## config.mk

```make
export PLATFORM = sky130hd
export DESIGN_NAME = uart_rx_fifo
export DESIGN_NICKNAME = d
export VERILOG_FILES = /design/src/rtl/uart_rx_fifo.sv
export SDC_FILE = /design/constraint.sdc
export NUM_CORES = 1
export LEC_CHECK = 0
export BUFFER_PORTS_ARGS = -buffer_cell sky130_fd_sc_hd__clkbuf_2
export CORE_ASPECT_RATIO = 0.6
export CORE_MARGIN = 10
export CORE_UTILIZATION = 55
export DETAILED_ROUTE_END_ITERATION = 8
export HOLD_SLACK_MARGIN = 0.08
export PLACE_DENSITY = 0.76
export SLEW_MARGIN = 20
export SYNTH_ARGS = -nofsm -noshare
export SYNTH_HDL_FRONTEND = slang
export SYNTH_SLANG_ARGS = --single-unit
```

## constraint.sdc

```tcl
create_clock -name clk -period 2.4 [get_ports clk]
set_input_delay 0.24 -clock clk [delete_from_list [all_inputs] [get_ports clk]]
set_output_delay 0.24 -clock clk [all_outputs]
set_load 0.02 [all_outputs]
```

## src/rtl/uart_rx_fifo.sv

```systemverilog
// uart_rx_fifo -- 8N1 UART receiver feeding a small circular FIFO that the CPU
// drains with a level-based request/acknowledge handshake.
//
// Parameters:
//   CLKS_PER_BIT  clk cycles per UART bit
//   FIFO_DEPTH    receive FIFO entries (power of two, 2..16)
// Ports:
//   clk           single clock, rising edge
//   rst           asynchronous active-low reset
//   i_Rx_Serial   asynchronous UART line (idle high, LSB first)
//   i_Rd_Req      CPU request level: rise = request, fall = acknowledge
//   o_Rd_Byte     byte delivered to the CPU (holds last value after ack)
//   o_Rd_Valid    o_Rd_Byte is valid for the current request
//   o_Fifo_Count  bytes currently held in the FIFO
//   o_Overrun     sticky: a received byte was dropped because the FIFO was full
//   o_Frame_Err   one-cycle pulse when a stop bit is sampled low
module uart_rx_fifo #(
    parameter int CLKS_PER_BIT = 50,
    parameter int FIFO_DEPTH   = 8
) (
    input  logic       clk,
    input  logic       rst,
    input  logic       i_Rx_Serial,
    input  logic       i_Rd_Req,
    output logic [7:0] o_Rd_Byte,
    output logic       o_Rd_Valid,
    output logic [4:0] o_Fifo_Count,
    output logic       o_Overrun,
    output logic       o_Frame_Err
);

    localparam int CW = (CLKS_PER_BIT > 1) ? $clog2(CLKS_PER_BIT) : 1;
    localparam int PW = $clog2(FIFO_DEPTH);
    localparam logic [CW-1:0] BIT_LAST = CW'(CLKS_PER_BIT - 1);
    localparam logic [CW-1:0] HALF_BIT = CW'((CLKS_PER_BIT - 1) / 2);
    localparam logic [4:0]    FULL_CNT = 5'(FIFO_DEPTH);

    typedef enum logic [1:0] {IDLE, START, DATA, STOP} rx_state_e;

    // ---------------------------------------------------------------
    // Line synchronizer (resets to idle-high so reset never looks like
    // a start bit)
    // ---------------------------------------------------------------
    logic rx_meta, rx_sync;

    always_ff @(posedge clk or negedge rst) begin
        if (!rst) begin
            rx_meta <= 1'b1;
            rx_sync <= 1'b1;
        end else begin
            rx_meta <= i_Rx_Serial;
            rx_sync <= rx_meta;
        end
    end

    // ---------------------------------------------------------------
    // Receive FSM
    // ---------------------------------------------------------------
    rx_state_e     state, state_n;
    logic [CW-1:0] cnt, cnt_n;
    logic [2:0]    bit_idx, bit_idx_n;
    logic [7:0]    shreg, shreg_n;
    logic          push, ferr_n;

    always_ff @(posedge clk or negedge rst) begin
        if (!rst) begin
            state       <= IDLE;
            cnt         <= '0;
            bit_idx     <= '0;
            shreg       <= '0;
            o_Frame_Err <= 1'b0;
        end else begin
            state       <= state_n;
            cnt         <= cnt_n;
            bit_idx     <= bit_idx_n;
            shreg       <= shreg_n;
            o_Frame_Err <= ferr_n;
        end
    end

    always_comb begin
        state_n   = state;
        cnt_n     = cnt;
        bit_idx_n = bit_idx;
        shreg_n   = shreg;
        push      = 1'b0;
        ferr_n    = 1'b0;
        case (state)
            IDLE: begin
                if (!rx_sync) begin
                    state_n = START;
                    cnt_n   = '0;
                end
            end
            START: begin
                // Re-check mid start bit; a high line here was a glitch.
                if (cnt == HALF_BIT) begin
                    cnt_n     = '0;
                    bit_idx_n = '0;
                    state_n   = rx_sync ? IDLE : DATA;
                end else begin
                    cnt_n = cnt + CW'(1);
                end
            end
            DATA: begin
                if (cnt == BIT_LAST) begin
                    cnt_n   = '0;
                    // Shift in from the top: after 8 bits the first (LSB)
                    // lands in bit 0.
                    shreg_n = {rx_sync, shreg[7:1]};
                    if (bit_idx == 3'd7) state_n = STOP;
                    else                 bit_idx_n = bit_idx + 3'd1;
                end else begin
                    cnt_n = cnt + CW'(1);
                end
            end
            STOP: begin
                if (cnt == BIT_LAST) begin
                    cnt_n   = '0;
                    state_n = IDLE;
                    if (rx_sync) push   = 1'b1;
                    else         ferr_n = 1'b1;
                end else begin
                    cnt_n = cnt + CW'(1);
                end
            end
            default: state_n = IDLE;
        endcase
    end

    // ---------------------------------------------------------------
    // FIFO and CPU handshake
    // ---------------------------------------------------------------
    logic [7:0]    mem [FIFO_DEPTH];
    logic [PW-1:0] wr_ptr, rd_ptr;
    logic [4:0]    count;
    logic          req_q, pending;
    logic          rd_rise, pop, full, push_ok;

    assign rd_rise = i_Rd_Req & ~req_q;
    // A request withdrawn before delivery must not consume a byte.
    assign pop     = pending & i_Rd_Req & (count != 5'd0);
    assign full    = (count == FULL_CNT);
    // A same-edge pop frees the slot, so a full FIFO still accepts.
    assign push_ok = push & (~full | pop);

    assign o_Fifo_Count = count;

    always_ff @(posedge clk or negedge rst) begin
        if (!rst) begin
            wr_ptr     <= '0;
            rd_ptr     <= '0;
            count      <= '0;
            o_Overrun  <= 1'b0;
            req_q      <= 1'b0;
            pending    <= 1'b0;
            o_Rd_Byte  <= 8'h00;
            o_Rd_Valid <= 1'b0;
        end else begin
            req_q <= i_Rd_Req;

            if (!i_Rd_Req)    pending <= 1'b0;
            else if (rd_rise) pending <= 1'b1;
            else if (pop)     pending <= 1'b0;

            if (push_ok) wr_ptr <= wr_ptr + PW'(1);
            if (pop)     rd_ptr <= rd_ptr + PW'(1);

            case ({push_ok, pop})
                2'b10:   count <= count + 5'd1;
                2'b01:   count <= count - 5'd1;
                default: count <= count;
            endcase

            if (push & full & ~pop) o_Overrun <= 1'b1;

            if (pop) begin
                o_Rd_Byte  <= mem[rd_ptr];
                o_Rd_Valid <= 1'b1;
            end else if (!i_Rd_Req) begin
                o_Rd_Valid <= 1'b0;
            end
        end
    end

    // Storage is deliberately not reset; stale entries are unreachable
    // once count is zero.
    always_ff @(posedge clk) begin
        if (push_ok) mem[wr_ptr] <= shreg;
    end

endmodule

```

==> results of run 1 <==
state kept, by name (all words and copies together) (netlist names), named ones only:
signal / flops
cnt: 6
o_Rd_Byte: 8
state: 1
rx_sync: 1
o_Overrun: 1
bit_idx: 3
o_Rd_Valid: 1
mem: 64
wr_ptr: 3
o_Fifo_Count: 5
pending: 1
rx_meta: 1
o_Frame_Err: 1
shreg: 8
rd_ptr: 3
req_q: 1
what timing repair did:
action,CTS,global route
setup endpoints to repair,0,2
gates resized for setup,0,2
hold buffers,3,0
setup buffers,0,5
endpoints found under the hold margin,23,0
worst reg2reg max path: cells and delay by family, from the launching register on:
kind,cells,cell delay (ns)
AOI/OAI and AO/OA,3,0.47
xor gates and xnor gates,1,0.15
adders and majority gates,1,0.21
buffers and inverters,2,0.12
DFF,1,0.39
muxes,1,0.23
and+or+nand+nor,2,0.64
Yosys cell counts (all sizes together), types with 3 or more instances:
library cell	number	area, um^2
xor2	3	26.28
mux2i	11	110.1
ha	10	125.1
edfxtp	64	1922
xnor2	5	43.79
a21o	4	30.03
mux4	16	360.4
nand4b	4	35.03
o21ai	13	65.06
inv	10	37.54
buf	9	41.29
a21oi	5	25.02
dfrtp	43	1076
nand2	25	93.84
nor3	4	25.02
nand3	9	45.04
mux2	12	142.6
nor3b	4	30.03
nor2	9	36.29
a31oi	3	33.78
cell families (layout without fill, tap and decap cells):
logic type / count (synthesis) / count (layout) / share of synthesized area (%)
AOI/OAI and AO/OA: 33 / 33 / 5.256
xor gates and xnor gates: 8 / 8 / 1.541
adders and majority gates: 11 / 11 / 3.192
buffers and inverters: 21 / 79 / 1.926
DFF: 109 / 109 / 67.09
muxes: 39 / 39 / 13.48
and+or+nand+nor: 64 / 64 / 7.512
cells in the final DEF, fill, tap and decap left out, types with 2 or more instances in the layout:
cell type | Yosys | layout
dfstp_2 | 2 | 2
nor3b_1 | 4 | 4
nor3_1 | 3 | 3
nand2_1 | 25 | 25
nand3_1 | 9 | 9
dfrtp_1 | 43 | 41
xor2_1 | 3 | 3
clkbuf_16 | 0 | 10
nor2_1 | 8 | 8
and3_1 | 2 | 2
dlygate4sd3_1 | 0 | 3
mux2_4 | 2 | 2
o21ai_0 | 13 | 13
ha_1 | 10 | 9
inv_4 | 0 | 2
clkinv_2 | 0 | 3
nand2b_1 | 2 | 2
mux2i_1 | 11 | 11
a21oi_1 | 5 | 4
mux2_2 | 10 | 10
inv_1 | 10 | 9
clkbuf_2 | 1 | 19
edfxtp_1 | 64 | 64
dfrtp_2 | 0 | 2
xnor2_1 | 5 | 5
a31oi_1 | 2 | 2
mux4_2 | 16 | 16
nand4b_1 | 4 | 4
buf_4 | 0 | 31
a21o_1 | 4 | 4
power breakdown:
part	total [mW]	switching, mW	internal, mW
registers	2.40	0.247	2.16
logic	1.58	0.824	0.753
clock network	1.51	0.641	0.868
total	5.49	1.71	3.78
worst max path at each step:
stage,to,slack (ns),cells past startpoint
final,o_Fifo_Count[4]$_DFFE_PN0P_,0.11,10
after global routing,o_Fifo_Count[4]$_DFFE_PN0P_,-0.007,10
after CTS,o_Fifo_Count[4]$_DFFE_PN0P_,0.04,10
after detailed placement,o_Fifo_Count[4]$_DFFE_PN0P_,0.05,10
after global placement,o_Fifo_Count[4]$_DFFE_PN0P_,0.10,10
after floorplan,o_Fifo_Count[3]$_DFFE_PN0P_,0.002,8
cell type report:
cell class / instances / share of cell area [%]
multi-input cells: 155 / 27.00
repair buffers: 53 / 6.714
inverters: 10 / 0.7042
well taps: 108 / 2.535
clock inverters: 6 / 1.080
clock buffers: 10 / 4.695
flip-flops and latches: 109 / 57.28
per-layer routing:
metal  vias up  track usage, %
li1       1175               -
met1      1271           20.86
met2        90           19.20
met3        10           4.333
met4         0           4.720
met5         -               0
stage by stage:
stage / power [mW] / setup TNS, ns / hold WS (ns) / area (um^2)
detailed placement: 3.987 / 0 / 0.2700 / 4945
floorplan: 3.469 / 0 / -0.05559 / 4569
CTS: 5.492 / 0 / 0.3623 / 5283
global route: 5.778 / -0.007069 / 0.3664 / 5330
global placement: 3.918 / 0 / 0.2575 / 4945
finish: 5.489 / 0 / 0.3615 / 5330
==> results.json, run 1 <==
{
  "crit_family": "simple AND/OR/NAND/NOR gates",
  "cts_tree": "done",
  "nets": 353,
  "grt_pass1_vias": 2468,
  "synth-seq-area-share_pct": 67.09,
  "hp-class": "reg -> reg",
  "synth_area_um2": 4547,
  "start_kind": "flip-flop",
  "synthDistinctLibCells": 44,
  "setup_ws_ns": 0.1094,
  "rr_endpoint": "o_Fifo_Count[4]$_DFFE_PN0P_",
  "fin_util_pct": 67.09,
  "final_layout_size_suffix_gt1_share_pct": 31.78,
  "antenna_left": 0,
  "max_freq_ghz": 0.4366,
  "n_antenna_cell": 0,
  "hold_start": "rx_meta$_DFF_PN1_",
  "crit_fanout": 5,
  "start_util_pct": 57.23,
  "outcome": "completed",
  "final_cells": 451,
  "synth_area_per_cell_um2": 15.95,
  "portBuffers": 19,
  "dr.pass1.iters": 4,
  "path_buf_inv": 2,
  "r2r_slack_ns": 0.11,
  "drt_iter0_drc": 307,
  "p_leak_nw": 2.204,
  "area_delta_synth_final_pct": 17.23,
  "die_width_um": 137.4,
  "via_count": 2546,
  "setup.worst_path.end_class": "flip-flop",
  "clk_latency_ns": 0.34,
  "r2r-start": "o_Fifo_Count[2]$_DFFE_PN0P_",
  "grt_usage_pct": 14.15,
  "fillers": 550,
  "pin_count": 20,
  "postRouteWirelength_um": 8331,
  "drc": 0,
  "drv_slew": 0,
  "hold_depth": 0,
  "slew_headroom_pct": 46.14,
  "hold_viol": 0,
  "cp-startpoint": "o_Fifo_Count[2]$_DFFE_PN0P_",
  "dp.cells": 427,
  "grt_first_pass_wirelength_um": 13320,
  "whs_endpoint": "rx_sync$_DFF_PN1_",
  "regArea_um2": 3053,
  "ir_drop_mv": 0.8130,
  "place_hpwl_um": 5788,
  "wl_met2_um": 3531,
  "required_ns": 2.67,
  "core_area_um2": 7945,
  "die-area_um2": 12420,
  "via_per_inst": 5.645,
  "root_buffer": "clkbuf_16",
  "syn_inst": 285,
  "synth_ff_type": "edfxtp_1",
  "worst_path_max_delay_cell": "or4_4",
  "antenna_found_initial": 0,
  "place.gp.congestion": 0.9020,
  "row_count": 25,
  "clock_skew_ns": 0.006392,
  "max_stage_delay_ns": 0.57,
  "crit_arrival_ns": 2.56,
  "fin_crit_ns": 2.291,
  "cts.sinks": 109,
  "multi_input_area_um2": 1439,
  "tightest_slew_ns": 0.8079,
  "reg2reg_depth": 10,
  "dpl_worst_slack_ns": 0.05475,
  "topRoutingLayerUsed": "met4",
  "h-tree-depth": 3,
  "maxCapViolCount": 0,
  "wl_met3_um": 668,
  "clk_pin_slew_ns": 0.07,
  "yosys_register_bits": 109,
  "cts_buffers": 9,
  "async_flop_share_pct": 41.28,
  "min_period_over_period_pct": 95.44,
  "timing_worst_setup_path_type": "reg -> reg",
  "overflow": 0,
  "power_density_nw_per_um2": 1030,
  "drt-met1-wl_um": 4021,
  "synth_warnings": 0,
  "syn-num-nets": 300,
  "cts_buffer_depth": 2,
  "synth_edf_count": 64,
  "grt_max_degree": 24,
  "dieHeight_um": 90.43,
  "wl_per_cell_um": 18.47,
  "path_cells": "or4_4, o21bai_4, nor2_4, inv_2, fa_2, inv_1, a21o_1, a21oi_2, mux2i_1, xor2_1",
  "final-setup-viol-count": 0
}
No activity file was read; power rests on OpenSTA's default activity.
==> run 2: changes to the inputs <==
Settings changed: CELL_PAD_IN_SITES_DETAIL_PLACEMENT from default to 0, CELL_PAD_IN_SITES_GLOBAL_PLACEMENT from default to 1, CORE_UTILIZATION 55 to 47.
==> run 2 against run 1 <==
  * Sequential power about the same
  * Worst hold slack is essentially flat
  * Global-route usage shrank 1.6 points
  * First-iteration DRC count shrank 52%
  * Critical endpoint unchanged
  * Setup slack worse by 0.022 ns
  * Non-clock buffer count is 8 lower
==> results.json, run 2 (synthesis results as in run 1) <==
{
  "postRouteWirelength_um": 8218,
  "cts_tree": "done",
  "clk_latency_ns": 0.35,
  "hold_depth": 0,
  "cts.sinks": 109,
  "max_freq_ghz": 0.4324,
  "r2r-start": "o_Fifo_Count[1]$_DFFE_PN0P_",
  "p_leak_nw": 2.161,
  "grt_pass1_vias": 2420,
  "root_buffer": "clkbuf_16",
  "core_area_um2": 9290,
  "start_util_pct": 48.94,
  "drt_iter0_drc": 147,
  "h-tree-depth": 3,
  "final_area_um2": 5306,
  "required_ns": 2.67,
  "final-setup-viol-count": 0,
  "cts_buffer_depth": 2,
  "placed_cell_area_um2": 4950,
  "whs_endpoint": "rx_sync$_DFF_PN1_",
  "hold_viol": 0,
  "maxCapViolCount": 0,
  "hold_start": "rx_meta$_DFF_PN1_",
  "cts_buffers": 9,
  "largest_reg_flops": 64,
  "min_period_over_period_pct": 96.37,
  "fin_hold_ws_ns": 0.3612,
  "clock_skew_ns": 0.007170,
  "place_hpwl_um": 5618,
  "n_antenna_cell": 0,
  "grt_first_pass_wirelength_um": 13450,
  "multi_input_area_um2": 1448,
  "outcome": "completed",
  "final_layout_size_suffix_gt1_share_pct": 30.75,
  "via_count": 2454,
  "die_width_um": 147.0,
  "via_per_inst": 5.277,
  "nets": 345,
  "pin_count": 20,
  "fin_crit_ns": 2.313,
  "top_regs": "mem x64, o_Rd_Byte x8, shreg x8",
  "slew_headroom_pct": 46.41,
  "clk_pin_slew_ns": 0.07,
  "cts_setup_buffers": 0,
  "rr_endpoint": "o_Fifo_Count[4]$_DFFE_PN0P_",
  "drv_slew": 0,
  "place.gp.congestion": 0.7987,
  "antenna_found_initial": 0,
  "wl_per_cell_um": 17.67,
  "area_delta_synth_final_pct": 16.70,
  "hp-class": "reg -> reg",
  "final_common_cell": "edfxtp_1",
  "antenna_left": 0,
  "reg2reg_depth": 10,
  "tightest_slew_ns": 0.8039,
  "mostFrequentLayoutCells": "64 x edfxtp_1, 41 x dfrtp_1, 25 x nand2_1, 23 x buf_4, 19 x clkbuf_2",
  "grt_max_degree": 46,
  "portBuffers": 19,
  "r2r_slack_ns": 0.09,
  "crit_arrival_ns": 2.59,
  "row_count": 27,
  "dieHeight_um": 96.19,
  "drc": 0,
  "dp.cells": 446,
  "setup.worst_path.end_class": "flip-flop",
  "regArea_um2": 3053,
  "power_density_nw_per_um2": 1027,
  "top_register": "mem",
  "final_cells": 465,
  "fillers": 751,
  "timing_worst_setup_path_type": "reg -> reg",
  "crit_fanout": 5,
  "dr.pass1.iters": 4,
  "start_kind": "flip-flop",
  "grt_usage_pct": 12.54,
  "ir_drop_mv": 0.4406,
  "overflow": 0,
  "die-area_um2": 14140
}
-- run 2: cell types whose count changed in the layout (fill, tap and decap cells not counted), sizes merged --
cell,change
buf,-8
bufinv,-1
clkbuf,+3
inv,-2
-- run 2: metal layers --
metal | GRT usage [%] | part of all wire, % | vias up
li1 | - | - | 1161
met1 | 18.07 | 53 | 1241
met2 | 17.00 | 41 | 43
met3 | 4.637 | 4.9 | 9
met4 | 4.187 | 1.0 | 0
met5 | 0 | 0 | -
-- run 2: timing repair --
action | CTS | global route
resized for setup | 0 | 5
hold endpoints to repair | 45 | 0
setup endpoints to repair | 0 | 18
hold buffers | 3 | 0
-- run 2: how the worst max path moves through the flow --
stage / depth (start not counted) / endpoint / start
after detailed placement: 8 / o_Fifo_Count[3]$_DFFE_PN0P_ / o_Fifo_Count[1]$_DFFE_PN0P_
final: 10 / o_Fifo_Count[4]$_DFFE_PN0P_ / o_Fifo_Count[1]$_DFFE_PN0P_
after global routing: 12 / o_Fifo_Count[4]$_DFFE_PN0P_ / cnt[1]$_DFFE_PN0P_
after floorplan: 8 / o_Fifo_Count[3]$_DFFE_PN0P_ / o_Fifo_Count[1]$_DFFE_PN0P_
after CTS: 8 / o_Fifo_Count[3]$_DFFE_PN0P_ / o_Fifo_Count[1]$_DFFE_PN0P_
after global placement: 10 / o_Fifo_Count[4]$_DFFE_PN0P_ / o_Fifo_Count[1]$_DFFE_PN0P_
-- run 2: critical path, stage by stage, from the launching register on --
cell	delay, ns
dfrtp_2	0.40
or4_4	0.56
o21bai_4	0.17
nor2_4	0.09
inv_2	0.08
fa_2	0.20
inv_1	0.04
a21o_1	0.16
a21oi_2	0.16
mux2i_1	0.22
xor2_1	0.15
-- run 2: cell type report --
class,count,share of cell area [%]
flip-flops and latches,109,57.53
clock inverters,3,0.2830
well taps,130,3.065
inverters,10,0.7074
repair buffers,45,5.612
multi-input cells,155,27.28
clock buffers,13,5.518
-- run 2: where the power goes --
| group | leakage (nW) | total, mW | switching (mW) | internal [mW] |
|---|---|---|---|---|
| clock network | 0.156 | 1.49 | 0.633 | 0.854 |
| registers | 1.21 | 2.38 | 0.228 | 2.16 |
| logic | 0.798 | 1.58 | 0.831 | 0.748 |
| total | 2.16 | 5.45 | 1.69 | 3.76 |
-- run 2: metrics by stage --
step | worst slack [ns] | power [mW] | setup TNS [ns] | utilization [%]
2_1_floorplan | 0.002227 | 3.469 | 0 | -
3_3_place_gp | 0.09953 | 3.958 | 0 | 53.28
3_5_place_dp | 0.01861 | 4.001 | 0 | 53.28
4_1_cts | 0.003106 | 5.488 | 0 | 56.92
5_1_grt | -0.01887 | 5.768 | -0.01887 | 57.12
6_report | 0.08717 | 5.450 | 0 | 57.12
==> run 3: changes to the inputs <==
Settings changed: CORE_UTILIZATION 47 to 52, MAX_ROUTING_LAYER from default to met4, PLACE_DENSITY 0.76 to 0.87.
Clock period 2.4 ns to 2.57 ns, I/O delays scaled along.
==> run 3 against run 2 <==
  * Global-route usage rose by 1.4 points
  * First-iteration DRC count increased by 90%
  * Core utilization is 4.0 points higher
  * Largest cell class unchanged
  * Largest power group unchanged
  * Highest routed layer unchanged
==> results.json, run 3 (synthesis results as in run 1) <==
{
  "start_kind": "flip-flop",
  "clock_skew_ns": 0.007427,
  "multi_input_area_um2": 1426,
  "regArea_um2": 3050,
  "dieHeight_um": 92.43,
  "area_delta_synth_final_pct": 14.47,
  "setup_tns_ns": 0,
  "fin_util_pct": 61.07,
  "grt_max_degree": 23,
  "antenna_left": 0,
  "dr.pass1.iters": 5,
  "setup_ws_ns": 0.1330,
  "final_layout_size_suffix_gt1_share_pct": 28.10,
  "cts_buffers": 9,
  "clk_pin_slew_ns": 0.07,
  "die_width_um": 140.7,
  "grt_pass1_vias": 2505,
  "largest_reg_flops": 64,
  "setup.worst_path.end_class": "flip-flop",
  "start_util_pct": 53.35,
  "cts.sinks": 109,
  "tightest_slew_ns": 0.8476,
  "crit_family": "simple AND/OR/NAND/NOR gates",
  "final_cells": 443,
  "worst_path_max_delay_cell": "or4_4",
  "postRouteWirelength_um": 8241,
  "n_antenna_cell": 0,
  "ir_drop_mv": 0.3725,
  "slew_headroom_pct": 43.01,
  "final_common_cell": "edfxtp_1",
  "max_stage_delay_ns": 0.58,
  "final-setup-viol-count": 0,
  "path_cells": "or4_4, o21bai_4, nor2_4, ha_1, a21o_1, a21oi_2, mux2i_1, xor2_1",
  "fin_hold_ws_ns": 0.3570,
  "nets": 341,
  "h-tree-depth": 3,
  "final_area_um2": 5205,
  "core_area_um2": 8523,
  "cts_tree": "done",
  "drt_iter0_drc": 279,
  "outcome": "completed",
  "required_ns": 2.84,
  "grt_first_pass_wirelength_um": 13620,
  "min_period_over_period_pct": 94.82,
  "antenna_found_initial": 0,
  "p_total_mw": 4.915,
  "place.gp.congestion": 0.8733,
  "via_count": 2434,
  "drv_slew": 0,
  "mostFrequentLayoutCells": "64 x edfxtp_1, 43 x dfrtp_1, 25 x nand2_1, 19 x clkbuf_2, 19 x buf_4",
  "fillers": 649,
  "crit_fanout": 5,
  "root_buffer": "clkbuf_16",
  "portBuffers": 19,
  "crit_arrival_ns": 2.71,
  "top_register": "mem",
  "grt_usage_pct": 13.98,
  "rsz0062_at_grt": "false",
  "cts_buffer_depth": 2,
  "overflow": 0,
  "maxCapViolCount": 0,
  "pin_count": 20,
  "dp.cells": 424,
  "p_leak_nw": 2.129,
  "hold_viol": 0,
  "hp-class": "reg -> reg",
  "fin_crit_ns": 2.437,
  "power_density_nw_per_um2": 944.3,
  "place_hpwl_um": 5634,
  "die-area_um2": 13010,
  "dpl_worst_slack_ns": 0.1236,
  "timing_worst_setup_path_type": "reg -> reg",
  "via_per_inst": 5.494,
  "drc": 0,
  "path_buf_inv": 0,
  "top_regs": "mem x64, o_Rd_Byte x8, shreg x8",
  "placed_cell_area_um2": 4875,
  "row_count": 26,
  "wl_per_cell_um": 18.60,
  "max_freq_ghz": 0.4103,
  "clk_latency_ns": 0.35
}
## run 3: power by group
| group | total [mW] | internal (mW) | switching (mW) |
|---|---|---|---|
| Combinational | 1.34 | 0.636 | 0.702 |
| Sequential | 2.27 | 2.01 | 0.264 |
| Clock | 1.30 | 0.716 | 0.587 |
## run 3: worst paths after layout
check	from	to	slack, ns	depth (start not counted)
min reg2reg	rx_meta$_DFF_PN1_	rx_sync$_DFF_PN1_	0.36	0
max in group asynchronous	rst	rx_sync$_DFF_PN1_	1.48	3
min	rx_meta$_DFF_PN1_	rx_sync$_DFF_PN1_	0.36	0
min in group asynchronous	rst	cnt[5]$_DFFE_PN0P_	0.44	2
max	o_Fifo_Count[1]$_DFFE_PN0P_	o_Fifo_Count[4]$_DFFE_PN0P_	0.13	8
max reg2reg	o_Fifo_Count[1]$_DFFE_PN0P_	o_Fifo_Count[4]$_DFFE_PN0P_	0.13	8
## run 3: final cells by class
type	instances	share of cell area, %
Sequential cell	109	58.61
Multi-Input combinational cell	155	27.40
Tap cell	112	2.692
Inverter	10	0.7212
Clock inverter	4	0.4327
Timing Repair Buffer	41	5.144
Clock buffer	12	5.000
## run 3: worst reg2reg max path, delay by kind of cell (launching register included)
family,cells,cell delay (ns)
AOI/OAI and AO/OA,3,0.54
DFF,1,0.43
and+or+nand+nor,2,0.67
muxes,1,0.23
adders and majority gates,1,0.33
xor gates and xnor gates,1,0.17
## run 3: repair_timing
item / CTS / global route
setup endpoints to repair: 0 / 1
hold buffers: 3 / 0
endpoints found under the hold margin: 21 / 0
setup buffers: 0 / 0
gates resized for setup: 0 / 4
## run 3: routing by layer
metal	track usage, %	wire length [um]	vias up
met5	-	0	-
met4	4.795	153	0
met3	5.048	520	14
met2	18.75	3498	68
met1	19.11	4067	1197
li1	-	-	1155
